`src/rtl/interrupt_sequencer_pkg.sv`:
```
// Shared types, vector constants and helpers for the CPU interrupt sequencer.
package cpu_irq_pkg;

    typedef enum logic {IDLE, SEQ} irq_state_t;

    typedef enum logic [1:0] {SRC_RES, SRC_NMI, SRC_IRQ, SRC_BRK} irq_src_t;

    localparam logic [7:0] VEC_NMI = 8'hFA;
    localparam logic [7:0] VEC_RES = 8'hFC;
    localparam logic [7:0] VEC_IRQ = 8'hFE;

    localparam int IDX_RES = 0;
    localparam int IDX_NMI = 1;
    localparam int IDX_IRQ = 2;

    // Fixed priority RES > NMI > IRQ; with nothing pending the entry came from BRK.
    function automatic irq_src_t pick_source(input logic [2:0] pending);
        if (pending[IDX_RES]) return SRC_RES;
        if (pending[IDX_NMI]) return SRC_NMI;
        if (pending[IDX_IRQ]) return SRC_IRQ;
        return SRC_BRK;
    endfunction

    function automatic logic [7:0] vector_of(input irq_src_t src);
        case (src)
            SRC_NMI: return VEC_NMI;
            SRC_RES: return VEC_RES;
            default: return VEC_IRQ;
        endcase
    endfunction

endpackage

```
`src/rtl/interrupt_sequencer_if.sv`:
```
// Pending-latch bus between the interrupt sequencer (master) and the 3-bit {IRQ,NMI,RES} sc_latch (slave).
interface interrupt_sequencer_if;

    logic [2:0] I_pending;
    logic [2:0] O_latch_set;
    logic [2:0] O_latch_clear;

    modport master (
        input  I_pending,
        output O_latch_set,
        output O_latch_clear
    );

    modport slave (
        output I_pending,
        input  O_latch_set,
        input  O_latch_clear
    );

endinterface

```
`src/rtl/interrupt_sequencer_sync.sv`:
```
// pin_synchronizer: P_sync_stages-deep flop chain (minimum 2) for an async active-low pin; resets to idle-high.
module pin_synchronizer #(
    parameter int P_sync_stages = 2
) (
    input  logic I_clock,
    input  logic I_reset,
    input  logic I_pin,
    output logic O_sync
);

    logic [P_sync_stages-1:0] stages;

    always_ff @(posedge I_clock or negedge I_reset) begin
        if (!I_reset) begin
            stages <= '1;
        end else begin
            stages <= {stages[P_sync_stages-2:0], I_pin};
        end
    end

    assign O_sync = stages[P_sync_stages-1];

endmodule

```
`src/rtl/interrupt_sequencer.sv`:
```
// Interrupt front end: pin sync, NMI edge detect, pending-latch set/clear and the 7-cycle BRK/IRQ/NMI/RES sequence.
// Optional NMI_HIJACK_EN: a late NMI may take over an IRQ/BRK sequence up to cycle 3.
module interrupt_sequencer
    import cpu_irq_pkg::*;
#(
    parameter int P_sync_stages = 2,
    parameter int P_seq_len     = 7
) (
    input  logic                  I_clock,
    input  logic                  I_reset,
    input  logic                  I_nmi_n,
    input  logic                  I_irq_n,
    input  logic                  I_ready,
    input  logic                  I_sync,
    input  logic                  I_brk,
    input  logic                  I_flag_i,
    interrupt_sequencer_if.master latch,
    output logic                  O_inject,
    output logic                  O_busy,
    output logic [2:0]            O_seq_cycle,
    output logic                  O_push_n,
    output logic                  O_b_flag,
    output logic                  O_set_i,
    output logic [7:0]            O_vector_lo
);

    localparam logic [2:0] SEQ_LAST = 3'(P_seq_len - 1);

    logic       nmi_sync;
    logic       irq_sync;
    logic       alive_q;
    logic       nmi_prev_q;
    logic [2:0] set_q;
    logic       clr_irq_q;
    logic [2:0] svc_clr;

    irq_state_t state_q, state_d;
    logic [2:0] cnt_q, cnt_d;
    irq_src_t   src_q, src_d;
    logic       brk_q, brk_d;

    pin_synchronizer #(.P_sync_stages(P_sync_stages)) u_nmi_sync (
        .I_clock (I_clock),
        .I_reset (I_reset),
        .I_pin   (I_nmi_n),
        .O_sync  (nmi_sync)
    );

    pin_synchronizer #(.P_sync_stages(P_sync_stages)) u_irq_sync (
        .I_clock (I_clock),
        .I_reset (I_reset),
        .I_pin   (I_irq_n),
        .O_sync  (irq_sync)
    );

    // Latch drive: RES on the first cycle out of reset, NMI on a falling edge, IRQ tracks the level.
    always_ff @(posedge I_clock or negedge I_reset) begin
        if (!I_reset) begin
            alive_q    <= 1'b0;
            nmi_prev_q <= 1'b1;
            set_q      <= '0;
            clr_irq_q  <= 1'b0;
        end else begin
            alive_q         <= 1'b1;
            nmi_prev_q      <= nmi_sync;
            set_q[IDX_RES]  <= ~alive_q;
            set_q[IDX_NMI]  <= nmi_prev_q & ~nmi_sync;
            set_q[IDX_IRQ]  <= ~irq_sync & ~I_flag_i;
            clr_irq_q       <= irq_sync;
        end
    end

    // A fresh set in the clear cycle wins, so a new request is never lost to the service acknowledge.
    always_comb begin
        svc_clr = '0;
        if (state_q == SEQ && cnt_q == SEQ_LAST && I_ready) begin
            case (src_q)
                SRC_RES: svc_clr[IDX_RES] = 1'b1;
                SRC_NMI: svc_clr[IDX_NMI] = 1'b1;
                SRC_IRQ: svc_clr[IDX_IRQ] = 1'b1;
                default: svc_clr = '0;
            endcase
        end
    end

    assign latch.O_latch_set   = set_q;
    assign latch.O_latch_clear = {clr_irq_q, 2'b00} | (svc_clr & ~set_q);

`ifdef NMI_HIJACK_EN
    logic nmi_pend_q;
    logic nmi_rise;

    always_ff @(posedge I_clock or negedge I_reset) begin
        if (!I_reset) begin
            nmi_pend_q <= 1'b0;
        end else begin
            nmi_pend_q <= latch.I_pending[IDX_NMI];
        end
    end

    assign nmi_rise = latch.I_pending[IDX_NMI] & ~nmi_pend_q;
`endif

    always_ff @(posedge I_clock or negedge I_reset) begin
        if (!I_reset) begin
            state_q <= IDLE;
            cnt_q   <= '0;
            src_q   <= SRC_RES;
            brk_q   <= 1'b0;
        end else begin
            state_q <= state_d;
            cnt_q   <= cnt_d;
            src_q   <= src_d;
            brk_q   <= brk_d;
        end
    end

    always_comb begin
        state_d     = state_q;
        cnt_d       = cnt_q;
        src_d       = src_q;
        brk_d       = brk_q;
        O_inject    = 1'b0;
        O_busy      = 1'b0;
        O_seq_cycle = cnt_q;
        O_push_n    = 1'b1;
        O_b_flag    = 1'b0;
        O_set_i     = 1'b0;
        O_vector_lo = VEC_IRQ;

        case (state_q)
            IDLE: begin
                if (alive_q && I_sync && I_ready && ((|latch.I_pending) || I_brk)) begin
                    O_inject = |latch.I_pending;
                    state_d  = SEQ;
                    cnt_d    = '0;
                    src_d    = pick_source(latch.I_pending);
                    brk_d    = ~(|latch.I_pending);
                end
            end
            SEQ: begin
                O_busy      = 1'b1;
                O_push_n    = ~((src_q != SRC_RES) && (cnt_q >= 3'd2) && (cnt_q <= 3'd4));
                O_b_flag    = brk_q;
                O_set_i     = (cnt_q == 3'd4) && I_ready;
                O_vector_lo = vector_of(src_q);
`ifdef NMI_HIJACK_EN
                // B is carried in brk_q, so a hijacked BRK still pushes B=1.
                if (nmi_rise && (src_q == SRC_IRQ || src_q == SRC_BRK) && cnt_q <= 3'd3) begin
                    src_d = SRC_NMI;
                end
`endif
                if (I_ready) begin
                    if (cnt_q == SEQ_LAST) begin
                        state_d = IDLE;
                        cnt_d   = '0;
                    end else begin
                        cnt_d = cnt_q + 3'd1;
                    end
                end
            end
            default: begin
                state_d = IDLE;
                cnt_d   = '0;
            end
        endcase
    end

endmodule

```
`src/flat_wrapper.sv`:
```
// flat-port wrapper written by rule: the top's interface ports become plain ports
module interrupt_sequencer_flat import cpu_irq_pkg::*;
#(
    parameter int P_sync_stages = 2,
    parameter int P_seq_len     = 7
)
  (I_clock, I_reset, I_nmi_n, I_irq_n, I_ready, I_sync, I_brk, I_flag_i, O_inject, O_busy, O_seq_cycle, O_push_n, O_b_flag, O_set_i, O_vector_lo, latch_I_pending, latch_O_latch_set, latch_O_latch_clear);
  interrupt_sequencer_if latch_i ();
  input  logic I_clock;
  input  logic I_reset;
  input  logic I_nmi_n;
  input  logic I_irq_n;
  input  logic I_ready;
  input  logic I_sync;
  input  logic I_brk;
  input  logic I_flag_i;
  output logic O_inject;
  output logic O_busy;
  output logic [2:0] O_seq_cycle;
  output logic O_push_n;
  output logic O_b_flag;
  output logic O_set_i;
  output logic [7:0] O_vector_lo;
  input wire logic [$bits(latch_i.I_pending)-1:0] latch_I_pending;
  output wire logic [$bits(latch_i.O_latch_set)-1:0] latch_O_latch_set;
  output wire logic [$bits(latch_i.O_latch_clear)-1:0] latch_O_latch_clear;
  assign latch_i.I_pending = latch_I_pending;
  assign latch_O_latch_set = latch_i.O_latch_set;
  assign latch_O_latch_clear = latch_i.O_latch_clear;
  interrupt_sequencer #(.P_sync_stages(P_sync_stages), .P_seq_len(P_seq_len)) u_core (.I_clock(I_clock), .I_reset(I_reset), .I_nmi_n(I_nmi_n), .I_irq_n(I_irq_n), .I_ready(I_ready), .I_sync(I_sync), .I_brk(I_brk), .I_flag_i(I_flag_i), .latch(latch_i), .O_inject(O_inject), .O_busy(O_busy), .O_seq_cycle(O_seq_cycle), .O_push_n(O_push_n), .O_b_flag(O_b_flag), .O_set_i(O_set_i), .O_vector_lo(O_vector_lo));
endmodule
```
`config.mk`:
```
export PLATFORM = sky130hd
export DESIGN_NAME = interrupt_sequencer_flat
export DESIGN_NICKNAME = d
export VERILOG_FILES = /design/src/rtl/interrupt_sequencer_pkg.sv /design/src/rtl/interrupt_sequencer_if.sv /design/src/rtl/interrupt_sequencer_sync.sv /design/src/rtl/interrupt_sequencer.sv /design/src/flat_wrapper.sv
export SDC_FILE = /design/constraint.sdc
export NUM_CORES = 1
export LEC_CHECK = 0
export CELL_PAD_IN_SITES_DETAIL_PLACEMENT = 0
export CELL_PAD_IN_SITES_GLOBAL_PLACEMENT = 1
export CORE_MARGIN = 2
export CORE_UTILIZATION = 28
export DETAILED_ROUTE_END_ITERATION = 6
export GPL_ROUTABILITY_DRIVEN = 1
export HOLD_SLACK_MARGIN = 0.15
export PLACE_DENSITY = 0.8
export SLEW_MARGIN = 20
export SYNTH_ARGS = -nofsm -noshare
export SYNTH_HDL_FRONTEND = slang
export SYNTH_SLANG_ARGS = --single-unit
```
`constraint.sdc`:
```
create_clock -name I_clock -period 1.21 [get_ports I_clock]
set_input_delay 0.1815 -clock I_clock [delete_from_list [all_inputs] [get_ports I_clock]]
set_output_delay 0.1815 -clock I_clock [all_outputs]
set_load 0.03 [all_outputs]
```
Word-level counts from Yosys, hierarchy flattened

Cells that the tools add are included.

Register bits: 17
Bits in latches: 0
RAM bits: 0
Bits in read-only memories: 0
Input bits: 11
Output and inout port bits: 22
Memories: 0

Add/sub/neg operators: 1
$mul: 0
Divide/modulo/power cells: 0
Magnitude comparators: 2
Equal/unequal tests: 6
Shift operators: 0
Multiplexer cells: 38
Bitwise operators: 12
Reduce and logical (&&, ||, !) cells: 14

Operator list:

| cell                                                  | number |
|---|---|
| two-way mux 1 bit                                     | 24 |
| two-way mux 2 bit                                     | 6 |
| two-way mux 3 bit                                     | 4 |
| case mux 3 bit (2 select lines)                       | 2 |
| logical AND 1 bit                                     | 8 |
| two-way mux 8 bit                                     | 1 |
| NOT 1 bit                                             | 7 |
| == test 3 bit, second input constant                  | 2 |
| AND reduction 2 bit                                   | 2 |
| adder 3 x 1 -> 3 bit, second input constant           | 1 |
| bitwise AND 3 bit                                     | 1 |
| >= comparator 3 x 2 -> 1 bit, second input constant   | 1 |
| <= comparator 3 bit, second input constant            | 1 |
| NOT 3 bit                                             | 1 |
| OR 3 bit                                              | 1 |
| OR reduction 3 bit                                    | 1 |
| bitwise AND 1 bit                                     | 2 |
| == test 2 x 1 -> 1 bit, second input constant         | 1 |
| == test 2 bit, second input constant                  | 1 |
| zero test 2 bit                                       | 1 |
| inequality test 2 x 1 -> 1 bit, second input constant | 1 |
| inequality test 2 bit, second input constant          | 1 |
| case mux 1 bit (2 select lines)                       | 1 |
| nonzero test 2 bit                                    | 1 |
| logical OR 1 bit                                      | 1 |

Logic depth before layout (Yosys ltp)

Gate-level depths: netlist (run 1).

Depth in word-level cells: 15
Mapped depth: 4

Cells and area by module

A second synthesis (run 1) with hierarchy kept.

Cell total of the unflattened synthesis: 71
Area total of the unflattened synthesis: 798.3 µm²

Modules (own cells, without submodules):

| module              | instances | cells each | area each (µm²) | sequential area each (µm²) |
|---|---|---|---|---|
| interrupt_sequencer | 1         | 67         | 693.2           | 326.6 |
| pin_synchronizer    | 2         | 2          | 52.6            | 52.6 |

Worst setup path after synthesis (run 1)

Ideal clock, no wire load.

Path kind: register to output
Start: register u_core.state_q
End: output port latch_O_latch_clear[1]
Arrival time: 2055 ps
Required time: 1028 ps
Slack: -1027 ps
Cell stages (with the launch flop): 5
Path through: dfrtp_1 > buf_4 > and2_4 > nand4b_2 > nor4b_1

Longest elaborated chain between the ends: 5

Ends and longest elaborated chain:

| what                            | RTL line                   | RTL |
|---|---|---|
| start, declared                 | interrupt_sequencer.sv:37  | `irq_state_t state_q, state_d;` |
| start signal, assigned          | interrupt_sequencer.sv:111 | `state_q <= state_d;` |
| logical AND 1 bit (2 in series) | interrupt_sequencer.sv:76  | `if (state_q == SEQ && cnt_q == SEQ_LAST && I_ready) begin` |
| two-way mux 3 bit               | interrupt_sequencer.sv:76  |  |
| bitwise AND 3 bit               | interrupt_sequencer.sv:87  | `assign latch.O_latch_clear = {clr_irq_q, 2'b00} \| (svc_clr & ~set_q);` |
| OR 3 bit                        | interrupt_sequencer.sv:87  |  |
| end, declared                   | flat_wrapper.sv:26         | `output wire logic [$bits(latch_i.O_latch_clear)-1:0] latch_O_latch_clear;` |

Every way passes these cells.

Final worst setup path (run 1)

Start: register u_core.state_q
End: output port latch_O_latch_clear[0]

Same word-level chain as after synthesis.

==> report_table.html, run 1 <==
<table>
<tr><th>Metric</th><th>Value</th></tr>
<tr><th colspan="2">Run status</th></tr>
<tr><td>Result of the run</td><td>finished with violations</td></tr>
<tr><td>Failing checks</td><td>setup timing</td></tr>
<tr><th colspan="2">STA</th></tr>
<tr><td>Tmin final</td><td>1.65 ns</td></tr>
<tr><td>Fin. max-slew vios</td><td>0</td></tr>
<tr><td>Unrepaired setup endpoints after global routing</td><td>true</td></tr>
<tr><td>Crit share post-route</td><td>136%</td></tr>
<tr><td>Count of final hold-check violations</td><td>0</td></tr>
<tr><td>Final TNS setup</td><td>-3.66 ns</td></tr>
<tr><td>Final setup fails</td><td>18</td></tr>
<tr><td>Max Freq</td><td>a little over 600 MHz</td></tr>
<tr><td>Final worst clock skew</td><td>0.00889 ns</td></tr>
<tr><td>Crit path setup slack, layout</td><td>-0.435 ns</td></tr>
<tr><th colspan="2">Floorplanning</th></tr>
<tr><td>Die extent in x</td><td>57.1 µm</td></tr>
<tr><td>Top-Level Pins</td><td>33</td></tr>
<tr><td>Site row count</td><td>19</td></tr>
<tr><td>Overall die height</td><td>57.1 µm</td></tr>
<tr><td>Die Footprint</td><td>3260 µm²</td></tr>
<tr><td>Initial standard-cell utilization of the core</td><td>29.2%</td></tr>
<tr><td>Placeable core area</td><td>2710 µm²</td></tr>
<tr><th colspan="2">Detailed routing</th></tr>
<tr><td>Post-route antenna net violation count</td><td>0</td></tr>
<tr><td>Total via count after detailed routing</td><td>695</td></tr>
<tr><td>Vias per std cell</td><td>4.54</td></tr>
<tr><td>DR pass1 iterations</td><td>2</td></tr>
<tr><td>Drt initial violations</td><td>12</td></tr>
<tr><td>Sum of routed wire length over all layers</td><td>between 2 and 2.5 mm</td></tr>
<tr><td>DRC viols</td><td>0</td></tr>
<tr><td>Routed length per placed instance</td><td>13.2 µm</td></tr>
<tr><th colspan="2">Worst setup path</th></tr>
<tr><td>Worst setup slack for register-to-register paths</td><td>-0.15 ns</td></tr>
<tr><td>Startpoint type of the worst setup path</td><td>register</td></tr>
<tr><td>Launch instance of the worst register-to-register path</td><td>u_core.state_q</td></tr>
<tr><td>Worst endpoint data arrival time</td><td>1.46 ns</td></tr>
<tr><td>Endpoint of the worst-slack reg-to-reg timing path</td><td>u_core.O_seq_cycle[1]</td></tr>
<tr><td>Crit path required time</td><td>around 1 ns</td></tr>
<tr><td>Critical Setup Path Class</td><td>reg -&gt; out</td></tr>
<tr><td>Critical Path End Type</td><td>primary output</td></tr>
<tr><td>Highest net fanout along the worst path</td><td>3</td></tr>
<tr><td>Reg2reg path depth</td><td>5</td></tr>
<tr><th colspan="2">Power and ir drop</th></tr>
<tr><td>Lkg Pwr</td><td>0.659 nW</td></tr>
<tr><td>Worst VDD drop</td><td>0.00128 V</td></tr>
<tr><td>Power density relative to cell area</td><td>2130 nW/µm²</td></tr>
<tr><th colspan="2">Global route</th></tr>
<tr><td>Maximum number of pins on one net before global-route repair</td><td>18</td></tr>
<tr><td>Wire length of the first global-routing pass</td><td>3.06 mm</td></tr>
<tr><td>Initial antenna violation count</td><td>0</td></tr>
<tr><td>Overall overflow remaining after global route</td><td>0</td></tr>
<tr><td>Number of global-route vias before repair</td><td>653</td></tr>
<tr><td>GRT Overall Usage</td><td>12.4%</td></tr>
<tr><th colspan="2">Final layout</th></tr>
<tr><td>Final standard cell count with taps included and fillers excluded</td><td>153</td></tr>
<tr><td>Layout-stage area growth over the synthesis result</td><td>77.1%</td></tr>
<tr><td>Number of diodes added for antenna fixing</td><td>0</td></tr>
<tr><td>Final Core Density</td><td>approximately half</td></tr>
<tr><td>Fraction of layout cells with a size suffix above 1</td><td>between 50 and 60%</td></tr>
<tr><td>Nets@finish</td><td>134</td></tr>
<tr><th colspan="2">Synth</th></tr>
<tr><td>Yosys top cell by area</td><td>sky130_fd_sc_hd__dfrtp_1</td></tr>
<tr><td>Yosys warning count</td><td>0</td></tr>
<tr><td>Top cells by area, synth</td><td>sky130_fd_sc_hd__dfrtp_1, sky130_fd_sc_hd__dfstp_2, sky130_fd_sc_hd__buf_4, sky130_fd_sc_hd__nor2_1, sky130_fd_sc_hd__mux2_1</td></tr>
<tr><td>Number of register bits inferred by synthesis</td><td>17</td></tr>
<tr><td>Fraction of registers with async set or reset after synthesis</td><td>between 90% and 100%</td></tr>
<tr><td>Post-Syn Area per Cell</td><td>~11 µm²</td></tr>
<tr><td>Cell Area, Synth</td><td>791 µm²</td></tr>
<tr><td>Most frequent cell after synthesis</td><td>sky130_fd_sc_hd__dfrtp_1</td></tr>
<tr><td>Area share of the leading cell type in the synthesized netlist</td><td>38.0%</td></tr>
<tr><td>Post-Syn Instances</td><td>71</td></tr>
<tr><td>Most frequent cells after synthesis</td><td>sky130_fd_sc_hd__dfrtp_1, sky130_fd_sc_hd__buf_4, sky130_fd_sc_hd__nor2_1</td></tr>
<tr><td>Predominant post-synthesis flop cell</td><td>sky130_fd_sc_hd__dfrtp_1</td></tr>
<tr><td>Netlist cell types</td><td>30</td></tr>
<tr><td>Number of enable flip-flop cells after synthesis</td><td>0</td></tr>
<tr><td>Portion of the post-synthesis area used by sequential elements</td><td>54.6%</td></tr>
<tr><th colspan="2">Clock tree</th></tr>
<tr><td>Root cell of the clock tree</td><td>sky130_fd_sc_hd__clkbuf_4</td></tr>
<tr><td>Clock-pin slew on the worst setup and hold paths</td><td>0.11 ns</td></tr>
<tr><td>Number of buffers added to fix hold violations after cts</td><td>0</td></tr>
<tr><td>Maximum root-to-sink buffer count</td><td>2</td></tr>
<tr><td>TritonCTS Sinks</td><td>17</td></tr>
<tr><td>TritonCTS clock tree</td><td>yes</td></tr>
<tr><td>Total CTS buffers</td><td>3</td></tr>
<tr><td>Clock latency at the later pin of the worst-skew pair</td><td>about 0.30 ns</td></tr>
<tr><td>H-tree levels</td><td>1</td></tr>
<tr><th colspan="2">Placement</th></tr>
<tr><td>Routability Congestion</td><td>0.828</td></tr>
<tr><td>Post-detailed-placement half-perimeter wirelength</td><td>~1.4 mm</td></tr>
<tr><td>Number of placed instances with taps included</td><td>140</td></tr>
<tr><td>I/O Buffers</td><td>26</td></tr>
<tr><th colspan="2">Flow run</th></tr>
<tr><td>Max_cap viols</td><td>0</td></tr>
<tr><th colspan="2">Worst hold path</th></tr>
<tr><td>Class of the most critical hold timing path</td><td>in -&gt; async</td></tr>
</table>
==> logic make-up (layout without fill, tap and decap cells) <==
group	count (synthesis)	count (layout)	synth area share, %
DFF	17	17	54.6
and+or+nand+nor	29	29	23.7
AOI/OAI and AO/OA	11	11	9.02
other	2	7	0.950
muxes	3	3	4.11
buffers and inverters	9	55	7.60
==> layout make-up <==
class,count,area [µm²]
fillers,259,1310
repair buffers,49,472
flip-flops and latches,17,438
multi-input cells,50,417
well taps,31,38.8
clock buffers,3,22.5
inverters,2,7.51
clock inverters,1,5.00
==> per-stage QoR <==
stage          hold WS (ns)  setup WS (ns)  area [µm²]  power (mW)
2_1_floorplan        -0.114         -0.399         878        1.70
3_3_place_gp          0.347         -0.466        1190        2.22
3_5_place_dp          0.347         -0.489        1190        2.24
4_1_cts               0.213         -0.426        1300        2.76
5_1_grt               0.228         -0.513        1400        3.11
6_report              0.209         -0.435        1400        2.98
==> sequential cells by signal, summed over array words and instances, names as in the netlist <==
name,count
u_core.O_seq_cycle,3
u_core.nmi_prev_q,1
u_core.u_nmi_sync.stages,2
u_core.latch.O_latch_set,3
u_core.u_irq_sync.stages,2
u_core.src_q,2
u_core.state_q,1
u_core.clr_irq_q,1
u_core.brk_q,1
u_core.alive_q,1
==> metal layers <==
metal	global-route usage [%]	routed length, µm	vias to the layer above
li1	-	-	340
met1	16.2	839	325
met2	19.7	1040	26
met3	2.27	96	4
met4	5.98	36	0
met5	0	0	-
==> worst max-delay path: stages, from the launching register on <==
cell and delay [ns]:
sky130_fd_sc_hd__dfrtp_2 0.40, sky130_fd_sc_hd__and2_4 0.16, sky130_fd_sc_hd__nand4b_4 0.14, sky130_fd_sc_hd__buf_6 0.15, sky130_fd_sc_hd__nor4_4 0.11, sky130_fd_sc_hd__buf_4 0.19
==> worst max-delay path by stage <==
stage | slack, ns | end | start | depth (start not counted)
final | -0.44 | latch_O_latch_clear[0] | u_core.state_q | 5
after global routing | -0.51 | latch_O_latch_clear[0] | u_core.state_q | 5
after CTS | -0.43 | latch_O_latch_clear[1] | u_core.state_q | 4
after detailed placement | -0.49 | latch_O_latch_clear[1] | I_ready | 5
after global placement | -0.47 | latch_O_latch_clear[0] | I_ready | 6
after floorplan | -0.40 | latch_O_latch_clear[1] | u_core.state_q | 4
==> layout by cell type, fill, tap and decap left out, types with 3 or more instances in the layout <==
cell,Yosys,routed
sky130_fd_sc_hd__clkbuf_4,0,3
sky130_fd_sc_hd__nand2_1,6,6
sky130_fd_sc_hd__dfrtp_2,0,5
sky130_fd_sc_hd__conb_1,2,7
sky130_fd_sc_hd__clkdlybuf4s50_1,0,6
sky130_fd_sc_hd__buf_4,7,21
sky130_fd_sc_hd__dfstp_2,5,5
sky130_fd_sc_hd__buf_6,0,17
sky130_fd_sc_hd__nor2_1,7,6
sky130_fd_sc_hd__dfrtp_1,12,7
==> where the power goes <==
group / leakage [nW] / internal, mW / switching [mW]
registers: 0.193 / 0.718 / 0.205
logic: 0.448 / 0.887 / 0.854
clock network: 0.0177 / 0.123 / 0.191
total: 0.659 / 1.73 / 1.25
==> repair_timing <==
item,in CTS,in global routing
setup endpoints to repair,16,19
pin swaps,5,1
gates resized for setup,22,10
setup buffers,3,7
(Power assumes the default switching activity.)
==> inputs of run 2 (changes only) <==
- CORE_MARGIN: 2 -> default
==> run 2 against run 1 <==
The run still ends with setup timing left. First-iteration DRC count down 58%. Wire length fell by 8.3%. Power rose by 0.37%. Sequential share of layout area rose by 0.92 points. Worst hold slack worse by 0.020 ns. Largest cell class unchanged.
==> report_table.html, run 2 (same netlist as run 1, synthesis figures left out) <==
<table>
<tr><th>Metric</th><th>Value</th></tr>
<tr><th colspan="2">Run status</th></tr>
<tr><td>Result of the run</td><td>finished with violations</td></tr>
<tr><td>Failing checks</td><td>setup timing</td></tr>
<tr><th colspan="2">Detailed routing</th></tr>
<tr><td>Sum of routed wire length over all layers</td><td>about 1.8 mm</td></tr>
<tr><td>Post-route antenna net violation count</td><td>0</td></tr>
<tr><td>DR pass1 iterations</td><td>3</td></tr>
<tr><td>Vias per std cell</td><td>4.43</td></tr>
<tr><td>Total via count after detailed routing</td><td>674</td></tr>
<tr><td>Drt initial violations</td><td>5</td></tr>
<tr><td>Routed length per placed instance</td><td>about 12 µm</td></tr>
<tr><td>DRC viols</td><td>0</td></tr>
<tr><th colspan="2">Power and ir drop</th></tr>
<tr><td>Sw Share</td><td>slightly above 40%</td></tr>
<tr><td>Clk pwr share</td><td>between 10% and 20%</td></tr>
<tr><td>Switch Pwr</td><td>1.24 mW</td></tr>
<tr><td>Internal Dissipation</td><td>around 1.7 mW</td></tr>
<tr><td>Fraction of power consumed by combinational cells</td><td>58.5%</td></tr>
<tr><td>Portion of total power attributed to sequential cells</td><td>30.7%</td></tr>
<tr><td>Power density relative to cell area</td><td>2190 nW/µm²</td></tr>
<tr><td>Lkg Pwr</td><td>0.631 nW</td></tr>
<tr><td>Worst VDD drop</td><td>0.00159 V</td></tr>
<tr><th colspan="2">Final layout</th></tr>
<tr><td>Filler instances</td><td>~240</td></tr>
<tr><td>Highest-count cells in the layout ignoring fill and taps</td><td>sky130_fd_sc_hd__buf_4, sky130_fd_sc_hd__buf_6, sky130_fd_sc_hd__nor2_1, sky130_fd_sc_hd__conb_1, sky130_fd_sc_hd__clkdlybuf4s50_1</td></tr>
<tr><td>Leading cell type in the layout, fill and taps excluded</td><td>sky130_fd_sc_hd__buf_4</td></tr>
<tr><td>Total area of multi-input combinational cells</td><td>397 µm²</td></tr>
<tr><td>Fraction of layout cells with a size suffix above 1</td><td>54.9%</td></tr>
<tr><td>Number of diodes added for antenna fixing</td><td>0</td></tr>
<tr><td>Nets@finish</td><td>approximately 130</td></tr>
<tr><td>Area taken by flip-flops and latches</td><td>439 µm²</td></tr>
<tr><td>Layout-stage area growth over the synthesis result</td><td>72.5%</td></tr>
<tr><td>Final standard cell count with taps included and fillers excluded</td><td>roughly 150</td></tr>
<tr><th colspan="2">STA</th></tr>
<tr><td>Crit share post-route</td><td>135%</td></tr>
<tr><td>Tmin final</td><td>1.63 ns</td></tr>
<tr><td>Max Freq</td><td>614 MHz</td></tr>
<tr><td>Fin. max-slew vios</td><td>0</td></tr>
<tr><td>Crit path setup slack, layout</td><td>-0.420 ns</td></tr>
<tr><td>Final worst clock skew</td><td>0.00112 ns</td></tr>
<tr><td>Tightest hold margin</td><td>between 0.15 and 0.2 ns</td></tr>
<tr><td>Final setup fails</td><td>14</td></tr>
<tr><td>Unrepaired setup endpoints after global routing</td><td>true</td></tr>
<tr><td>Count of final hold-check violations</td><td>0</td></tr>
<tr><th colspan="2">Clock tree</th></tr>
<tr><td>TritonCTS Sinks</td><td>17</td></tr>
<tr><td>Maximum root-to-sink buffer count</td><td>2</td></tr>
<tr><td>TritonCTS clock tree</td><td>yes</td></tr>
<tr><td>Root cell of the clock tree</td><td>sky130_fd_sc_hd__clkbuf_4</td></tr>
<tr><td>Clock latency at the later pin of the worst-skew pair</td><td>around 0.30 ns</td></tr>
<tr><td>Clock-pin slew on the worst setup and hold paths</td><td>0.11 ns</td></tr>
<tr><td>H-tree levels</td><td>1</td></tr>
<tr><td>Total CTS buffers</td><td>3</td></tr>
<tr><th colspan="2">Floorplanning</th></tr>
<tr><td>Die Footprint</td><td>3040 µm²</td></tr>
<tr><td>Overall die height</td><td>between 50 and 60 µm</td></tr>
<tr><td>Top-Level Pins</td><td>33</td></tr>
<tr><td>Placeable core area</td><td>2570 µm²</td></tr>
<tr><td>Initial standard-cell utilization of the core</td><td>30.8%</td></tr>
<tr><td>Site row count</td><td>18</td></tr>
<tr><td>Die extent in x</td><td>55.1 µm</td></tr>
<tr><th colspan="2">Worst hold path</th></tr>
<tr><td>Class of the most critical hold timing path</td><td>in -&gt; async</td></tr>
<tr><th colspan="2">Global route</th></tr>
<tr><td>Maximum number of pins on one net before global-route repair</td><td>18</td></tr>
<tr><td>Wire length of the first global-routing pass</td><td>between 2 and 3 mm</td></tr>
<tr><td>Most Used Layer, Global Route</td><td>met2</td></tr>
<tr><td>Met1 layer usage reported by global route</td><td>18.6%</td></tr>
<tr><td>GRT Overall Usage</td><td>13.7%</td></tr>
<tr><td>Initial antenna violation count</td><td>0</td></tr>
<tr><td>Number of global-route vias before repair</td><td>641</td></tr>
<tr><td>Met3 track demand over resource</td><td>2.46%</td></tr>
<tr><td>Global-route track usage on met2</td><td>21.1%</td></tr>
<tr><td>Overall overflow remaining after global route</td><td>0</td></tr>
<tr><th colspan="2">Worst setup path</th></tr>
<tr><td>Critical Path End Type</td><td>primary output</td></tr>
<tr><td>Highest net fanout along the worst path</td><td>3</td></tr>
<tr><td>Critical Setup Path Class</td><td>reg -&gt; out</td></tr>
<tr><td>Startpoint type of the worst setup path</td><td>register</td></tr>
<tr><td>Worst endpoint data arrival time</td><td>between 1 and 1.5 ns</td></tr>
<tr><td>Crit path required time</td><td>1.03 ns</td></tr>
<tr><th colspan="2">Flow run</th></tr>
<tr><td>Max_cap viols</td><td>0</td></tr>
<tr><th colspan="2">Placement</th></tr>
<tr><td>Post-detailed-placement half-perimeter wirelength</td><td>1.35 mm</td></tr>
<tr><td>I/O Buffers</td><td>26</td></tr>
<tr><td>Number of placed instances with taps included</td><td>~140</td></tr>
<tr><td>Routability Congestion</td><td>between 0.7 and 0.8</td></tr>
<tr><td>Pre-CTS setup slack</td><td>-0.482 ns</td></tr>
</table>
==> run 2: area by class of cell <==
class | count | share of cell area (%)
Timing Repair Buffer | 49 | 33.2
Sequential cell | 17 | 32.2
Multi-Input combinational cell | 50 | 29.1
Tap cell | 30 | 2.75
Clock buffer | 3 | 1.65
Clock inverter | 1 | 0.550
Inverter | 2 | 0.550
==> run 2: path summary, 6_finish.rpt <==
check | slack, ns | endpoint | cells after the start | startpoint
worst max-delay path | -0.42 | latch_O_latch_clear[1] | 4 | u_core.state_q
worst min-delay path | 0.19 | u_core.brk_q | 2 | I_reset
worst max register to register | -0.12 | u_core.O_seq_cycle[1] | 4 | u_core.O_seq_cycle[2]
worst min register to register | 0.36 | u_core.u_irq_sync.stages[1] | 0 | u_core.u_irq_sync.stages[0]
max in group asynchronous | 0.77 | u_core.nmi_prev_q | 2 | I_reset
min in group I_clock | 0.25 | u_core.brk_q | 3 | I_brk
==> run 2: what timing repair did <==
| action | CTS | global route |
|---|---|---|
| hold buffers | 0 | 0 |
| endpoints found under the setup margin | 15 | 17 |
| resized for setup | 23 | 7 |
| cloned | 0 | 0 |
| setup buffers | 3 | 8 |
| pin swaps | 3 | 4 |
==> run 2: worst max-delay path, stage by stage (launching register included) <==
cell                       delay, ns
sky130_fd_sc_hd__dfrtp_2        0.40
sky130_fd_sc_hd__and2_4         0.16
sky130_fd_sc_hd__nand4b_4       0.13
sky130_fd_sc_hd__nor4b_4        0.29
sky130_fd_sc_hd__buf_6          0.17
==> run 2: power by group through the flow <==
| stage | clock network (mW) | logic [mW] | registers [mW] |
|---|---|---|---|
| finish | 0.323 | 1.75 | 0.918 |
| CTS | 0.341 | 1.59 | 0.918 |
| global placement | 0 | 1.31 | 0.904 |
| floorplan | 0 | 0.656 | 1.04 |
| detailed placement | 0 | 1.33 | 0.907 |
| global route | 0.360 | 1.85 | 0.939 |
==> run 2: through the flow <==
stage	instance area, µm²	util [%]	TNS [ns]	power, mW
floorplan	878	-	-1.50	1.70
global placement	1180	45.9	-3.60	2.22
detailed placement	1180	45.9	-3.65	2.24
CTS	1300	50.5	-3.06	2.84
global route	1360	53.1	-3.96	3.15
finish	1360	53.1	-3.04	2.99
==> run 2: routing by layer <==
metal  routed length (µm)  share of wire, %
met2                  887                48
met5                    0                 0
met1                  854                46
met3                   86               4.7
met4                   18              0.98
==> inputs of run 3 (changes only) <==
- MAX_ROUTING_LAYER: default -> met4
==> results of run 3 <==
The final DEF is identical to that of run 2; final timing and power are the same.
Main changes from that run: final weighted congestion in routability-driven placement 0.757 -> 0.766; overall routing resource usage 13.7% -> 14.1%
